--- config.mk ---
export PLATFORM = sky130hd
export DESIGN_NAME = present_decrypt
export DESIGN_NICKNAME = d
export VERILOG_FILES = /design/src/rtl/present_decrypt.sv
export SDC_FILE = /design/constraint.sdc
export NUM_CORES = 1
export LEC_CHECK = 0
export BUFFER_PORTS_ARGS = -buffer_cell sky130_fd_sc_hd__buf_4
export CAP_MARGIN = 10
export CORE_MARGIN = 3
export CORE_UTILIZATION = 55
export CTS_BUF_LIST = sky130_fd_sc_hd__clkbuf_8
export DETAILED_ROUTE_END_ITERATION = 10
export HOLD_SLACK_MARGIN = 0.03
export PLACE_DENSITY = 0.77
export SYNTH_ARGS = -nofsm -noshare
export SYNTH_HDL_FRONTEND = slang
export SYNTH_SLANG_ARGS = --single-unit
--- constraint.sdc ---
create_clock -name clk -period 2.9 [get_ports clk]
set_input_delay 0.58 -clock clk [delete_from_list [all_inputs] [get_ports clk]]
set_output_delay 0.58 -clock clk [all_outputs]
set_load 0.01 [all_outputs]
--- src/rtl/present_decrypt.sv ---
// Iterative PRESENT-80 block decryptor, one inverse round per clock.
// The forward key schedule is replayed first (EXPAND) to reach the last round
// key, then the rounds are undone while the schedule is stepped backwards.
// Optional feature macro: PRESENT_KEY_CACHE_EN. When defined, the last round key
// of the most recently expanded cipher key is kept, so a repeat key skips EXPAND.
module present_decrypt #(
    parameter int unsigned ROUNDS = 31
) (
    input  logic        clk,
    input  logic        rst_n,
    input  logic        in_valid,
    output logic        in_ready,
    input  logic [79:0] key,
    input  logic [63:0] ct,
    output logic        out_valid,
    input  logic        out_ready,
    output logic [63:0] pt,
    output logic        busy
);

    typedef enum logic [1:0] {IDLE, EXPAND, DECRYPT, DONE} state_t;

    localparam logic [4:0] LAST = 5'(ROUNDS);

    state_t      state;
    state_t      state_nx;
    logic [63:0] d;
    logic [79:0] kreg;
    logic [4:0]  cnt;

    logic [63:0] d_step;
    logic [79:0] k_fwd;
    logic [79:0] k_inv;
    logic        accept;
    logic        cache_hit;
    logic [79:0] hit_k32;

    function automatic logic [3:0] sbox(input logic [3:0] x);
        case (x)
            4'h0: return 4'hC;  4'h1: return 4'h5;  4'h2: return 4'h6;  4'h3: return 4'hB;
            4'h4: return 4'h9;  4'h5: return 4'h0;  4'h6: return 4'hA;  4'h7: return 4'hD;
            4'h8: return 4'h3;  4'h9: return 4'hE;  4'hA: return 4'hF;  4'hB: return 4'h8;
            4'hC: return 4'h4;  4'hD: return 4'h7;  4'hE: return 4'h1;  default: return 4'h2;
        endcase
    endfunction

    function automatic logic [3:0] inv_sbox(input logic [3:0] x);
        case (x)
            4'h0: return 4'h5;  4'h1: return 4'hE;  4'h2: return 4'hF;  4'h3: return 4'h8;
            4'h4: return 4'hC;  4'h5: return 4'h1;  4'h6: return 4'h2;  4'h7: return 4'hD;
            4'h8: return 4'hB;  4'h9: return 4'h4;  4'hA: return 4'h6;  4'hB: return 4'h3;
            4'hC: return 4'h0;  4'hD: return 4'h7;  4'hE: return 4'h9;  default: return 4'hA;
        endcase
    endfunction

    // Forward P moves bit i to 16*i mod 63, so output bit i is read back from there.
    function automatic logic [63:0] inv_p(input logic [63:0] x);
        logic [63:0] y;
        for (int i = 0; i < 63; i++) y[i] = x[(16 * i) % 63];
        y[63] = x[63];
        return y;
    endfunction

    function automatic logic [63:0] inv_s_layer(input logic [63:0] x);
        logic [63:0] y;
        for (int n = 0; n < 16; n++) y[4*n +: 4] = inv_sbox(x[4*n +: 4]);
        return y;
    endfunction

    function automatic logic [79:0] key_fwd(input logic [79:0] k, input logic [4:0] i);
        logic [79:0] r;
        r          = {k[18:0], k[79:19]};
        r[79:76]   = sbox(r[79:76]);
        r[19:15]   = r[19:15] ^ i;
        return r;
    endfunction

    function automatic logic [79:0] key_inv(input logic [79:0] k, input logic [4:0] i);
        logic [79:0] r;
        r          = k;
        r[19:15]   = r[19:15] ^ i;
        r[79:76]   = inv_sbox(r[79:76]);
        return {r[60:0], r[79:61]};
    endfunction

    assign d_step = inv_s_layer(inv_p(d ^ kreg[79:16]));
    assign k_fwd  = key_fwd(kreg, cnt);
    assign k_inv  = key_inv(kreg, cnt);
    assign accept = (state == IDLE) && in_valid;

`ifdef PRESENT_KEY_CACHE_EN
    logic        cache_vld;
    logic [79:0] cache_key;
    logic [79:0] cache_k32;

    assign cache_hit = cache_vld && (key == cache_key);
    assign hit_k32   = cache_k32;

    // Cache: remember the key on a miss, capture its last round key when EXPAND ends.
    always_ff @(posedge clk or negedge rst_n) begin
        if (!rst_n) begin
            cache_vld <= 1'b0;
            cache_key <= '0;
            cache_k32 <= '0;
        end else if (accept && !cache_hit) begin
            cache_vld <= 1'b0;
            cache_key <= key;
        end else if (state == EXPAND && cnt == LAST) begin
            cache_vld <= 1'b1;
            cache_k32 <= k_fwd;
        end
    end
`else
    assign cache_hit = 1'b0;
    assign hit_k32   = '0;
`endif

    // State register.
    always_ff @(posedge clk or negedge rst_n) begin
        if (!rst_n) state <= IDLE;
        else        state <= state_nx;
    end

    // Next-state and handshake outputs.
    always_comb begin
        // NOTE: every output gets a default first so no path leaves one unassigned (no latch).
        state_nx  = state;
        in_ready  = 1'b0;
        out_valid = 1'b0;
        busy      = 1'b0;
        case (state)
            IDLE: begin
                in_ready = 1'b1;
                if (in_valid) state_nx = cache_hit ? DECRYPT : EXPAND;
            end
            EXPAND: begin
                busy = 1'b1;
                if (cnt == LAST) state_nx = DECRYPT;
            end
            DECRYPT: begin
                busy = 1'b1;
                if (cnt == 5'd1) state_nx = DONE;
            end
            default: begin
                out_valid = 1'b1;
                if (out_ready) state_nx = IDLE;
            end
        endcase
    end

    // Datapath: load on accept, replay the schedule, then undo one round per cycle.
    always_ff @(posedge clk or negedge rst_n) begin
        if (!rst_n) begin
            d    <= '0;
            kreg <= '0;
            cnt  <= '0;
            pt   <= '0;
        end else begin
            // NOTE: non-blocking updates so every register sees pre-edge values of the others.
            case (state)
                IDLE: if (accept) begin
                    d <= ct;
                    if (cache_hit) begin
                        kreg <= hit_k32;
                        cnt  <= LAST;
                    end else begin
                        kreg <= key;
                        cnt  <= 5'd1;
                    end
                end
                EXPAND: begin
                    kreg <= k_fwd;
                    cnt  <= (cnt == LAST) ? LAST : cnt + 5'd1;
                end
                DECRYPT: begin
                    d    <= d_step;
                    kreg <= k_inv;
                    cnt  <= cnt - 5'd1;
                    if (cnt == 5'd1) pt <= d_step ^ k_inv[79:16];
                end
                default: ;
            endcase
        end
    end

endmodule
==> impl_metrics.toml <==
[die]
rows = 60
io_pins = 215
start_util_pct = 56.7
die_y_um = 174
die_w_um = 174
die_area_sq_um = 30100
core_area_sq_um = 27300

[layout]
finalNetCount = 2151
fin_cells = 2273
diodes = 0
regArea_sq_um = 5380
final_layout_size_suffix_gt1_share_pct = 22.5
multi_input_area_sq_um = 9190
fill_cells = 2207
final_util_pct = 68.1
area_growth_pct = 20.2

[cts]
htree_levels = 2
clkLatencyLatePin_ps = 570
ctsResizeCount = 0
cts_setup_buffers = 0
cts_tree = "built"
clockRootBuffer = "clkbuf_8"
postCtsHoldBufs = 1
clk_pin_slew_ps = 70
numCtsBuffers = 41
cts.sinks = 215
clk_path_buf_depth = 3

[setup_path]
start_kind = "register"
required_ps = 3310
crit_fanout = 5
crit_chain = "xor2_1, inv_1, ha_1, mux2_1, mux2i_1, a211oi_1, a21o_1"
slowest_stage = "mux2i_1"
path_class = "reg2reg"
reg2reg_depth = 7
max_stage_delay_ps = 470
crit_arrival_ps = 3130
setup.worst_path.end_class = "register"

[timing]
rsz0062_at_grt = "false"
fin_crit_sh_pct = 93.7
layout_min_cycle_time_ps = 2720
slew_violations = 0
fmax_mhz = 368
tns_ps = 0
slew_headroom_pct = 38.8
setup_violations = 0
hold_viol = 0
tightest_slew_ps = 918
skew_ps = 43.1

[yosys]
synthFlopType = "dfrtp_1"
synth_nets = 1945
ys_warn_count = 0
postSynthCellCount = 1668
synth_area_leaders = "dfrtp_1 35%, ha_1 10%, nand2_1 6.2%"
synth_edf_count = 0
ys_seq_area_share_pct = 34.8
ys_async_sr_fraction_pct = 100
yosys.area.top_type_share_pct = 34.8
ys_types = 54
synth_area_sq_um = 15400
ys_seq_elements = 215
avgSynthCellArea_sq_um = 9.26
synth.largest_area_cell = "dfrtp_1"

[drt]
dr.pass1.iters = 5
drt_iter0_drc = 1968
drt_wl_total_mm = 56.2
drc = 0
avgViaCountPerCell = 6.16
drtAntennaViolNets = 0
post_drt_wl_per_cell_um = 24.7
dr_total_vias = 13993

[power]
powerDensity_nw_per_um2 = 876
p_leak_nw = 9.15
irDropWorstVdd_mv = 0.409

[grt]
grt.total_usage_pct = 36.8
grt_pass1_vias = 14006
grt_max_degree = 155
grt_overflow = 0
grt_pass1_wl_mm = 85.2
antenna_found_initial = 0

[place]
dp_hpwl_mm = 41.6
io_buffers = 214
place_congestion = 0.970
dp_cells = 2202

[run_status]
outcome = "completed"

[hold_path]
hold_path_depth = 3
hp-class = "in2reg"

[flow_run]
drv_cap = 0
-- layer usage --
metal | routed length, um | vias up | GRT usage, %
li1 | - | 6147 | -
met5 | 0 | - | 0
met4 | 3610 | 0 | 19.8
met2 | 24800 | 919 | 57.0
met1 | 21700 | 6700 | 48.7
met3 | 6100 | 227 | 7.75
-- worst max-delay path, delay by kind of cell, from the launching register on --
family / cells / cell delay, ps
DFF: 1 / 410
muxes: 2 / 770
buffers and inverters: 1 / 200
adders and majority gates: 1 / 240
xor gates and xnor gates: 1 / 440
AOI/OAI and AO/OA: 2 / 500
-- state kept, by name, summed over array words and instances (netlist names) --
| register | flops |
|---|---|
| cnt | 5 |
| state | 2 |
| d | 64 |
| pt | 64 |
| kreg | 80 |
-- cells by family after synthesis --
kind of cell / Yosys count / share of synthesized area, %
muxes: 122 / 11.1
xor gates and xnor gates: 160 / 10.6
adders and majority gates: 129 / 10.5
AOI/OAI and AO/OA: 478 / 18.6
and+or+nand+nor: 345 / 8.64
DFF: 215 / 34.8
buffers and inverters: 219 / 5.88
-- area by class of cell --
cell class              count  area share [%]
multi-input cells        1234            49.5
clock buffers              50            3.71
well taps                 372            2.51
flip-flops and latches    215            29.0
clock inverters            20            1.19
repair buffers            281            12.0
inverters                 101            2.04
-- path summary, 6_finish.rpt --
path / from / to / slack, ps
max: d[18] / d[10] / 180
min: key[37] / kreg[37] / 320
max reg2reg: d[18] / d[10] / 180
min reg2reg: pt[37] / pt[37] / 480
max in group asynchronous: rst_n / d[47] / 1700
min in group asynchronous: rst_n / pt[23] / 430
-- layout by cell type, fill, tap and decap left out, drive strengths merged, types with 43 or more instances in the layout --
cell,netlist,final
nand2,254,254
a21oi,43,43
nor2,72,72
xnor2,47,47
xor2,113,113
a22oi,68,68
ha,129,129
buf,29,279
clkbuf,88,51
o21ai,236,236
inv,101,106
mux2i,67,67
dfrtp,215,215
-- Yosys cell counts, types with 11 or more instances --
master    number
a21o_1        18
a21oi_1       43
a31oi_1       38
buf_2         21
nor2_1        71
nand2_1      254
xor2_2        17
xnor2_1       36
dfrtp_1      215
o21ai_1      130
mux4_2        36
ha_1         129
xor2_1        95
clkbuf_1      82
o22ai_1       15
xnor2_2       11
a22oi_1       68
mux2_1        15
mux2i_1       66
a211oi_1      17
inv_1         98
o21ai_0      105
-- per-stage QoR --
| stage | power [mW] | hold WS [ps] | instance area [sq um] | setup slack [ps] |
|---|---|---|---|---|
| 2_1_floorplan | 10.4 | 284 | 15400 | 745 |
| 3_3_place_gp | 12.3 | 465 | 17600 | 313 |
| 3_5_place_dp | 12.7 | 464 | 17600 | 291 |
| 4_1_cts | 16.1 | 310 | 18600 | 265 |
| 5_1_grt | 17.2 | 331 | 18600 | 112 |
| 6_report | 16.3 | 323 | 18600 | 182 |
-- where the power goes --
| group | switching, mW | internal, mW |
|---|---|---|
| Sequential | 0.595 | 3.54 |
| Clock | 1.41 | 2.00 |
| Combinational | 4.77 | 3.93 |
| Total | 6.77 | 9.48 |
(Power assumes the default switching activity.)
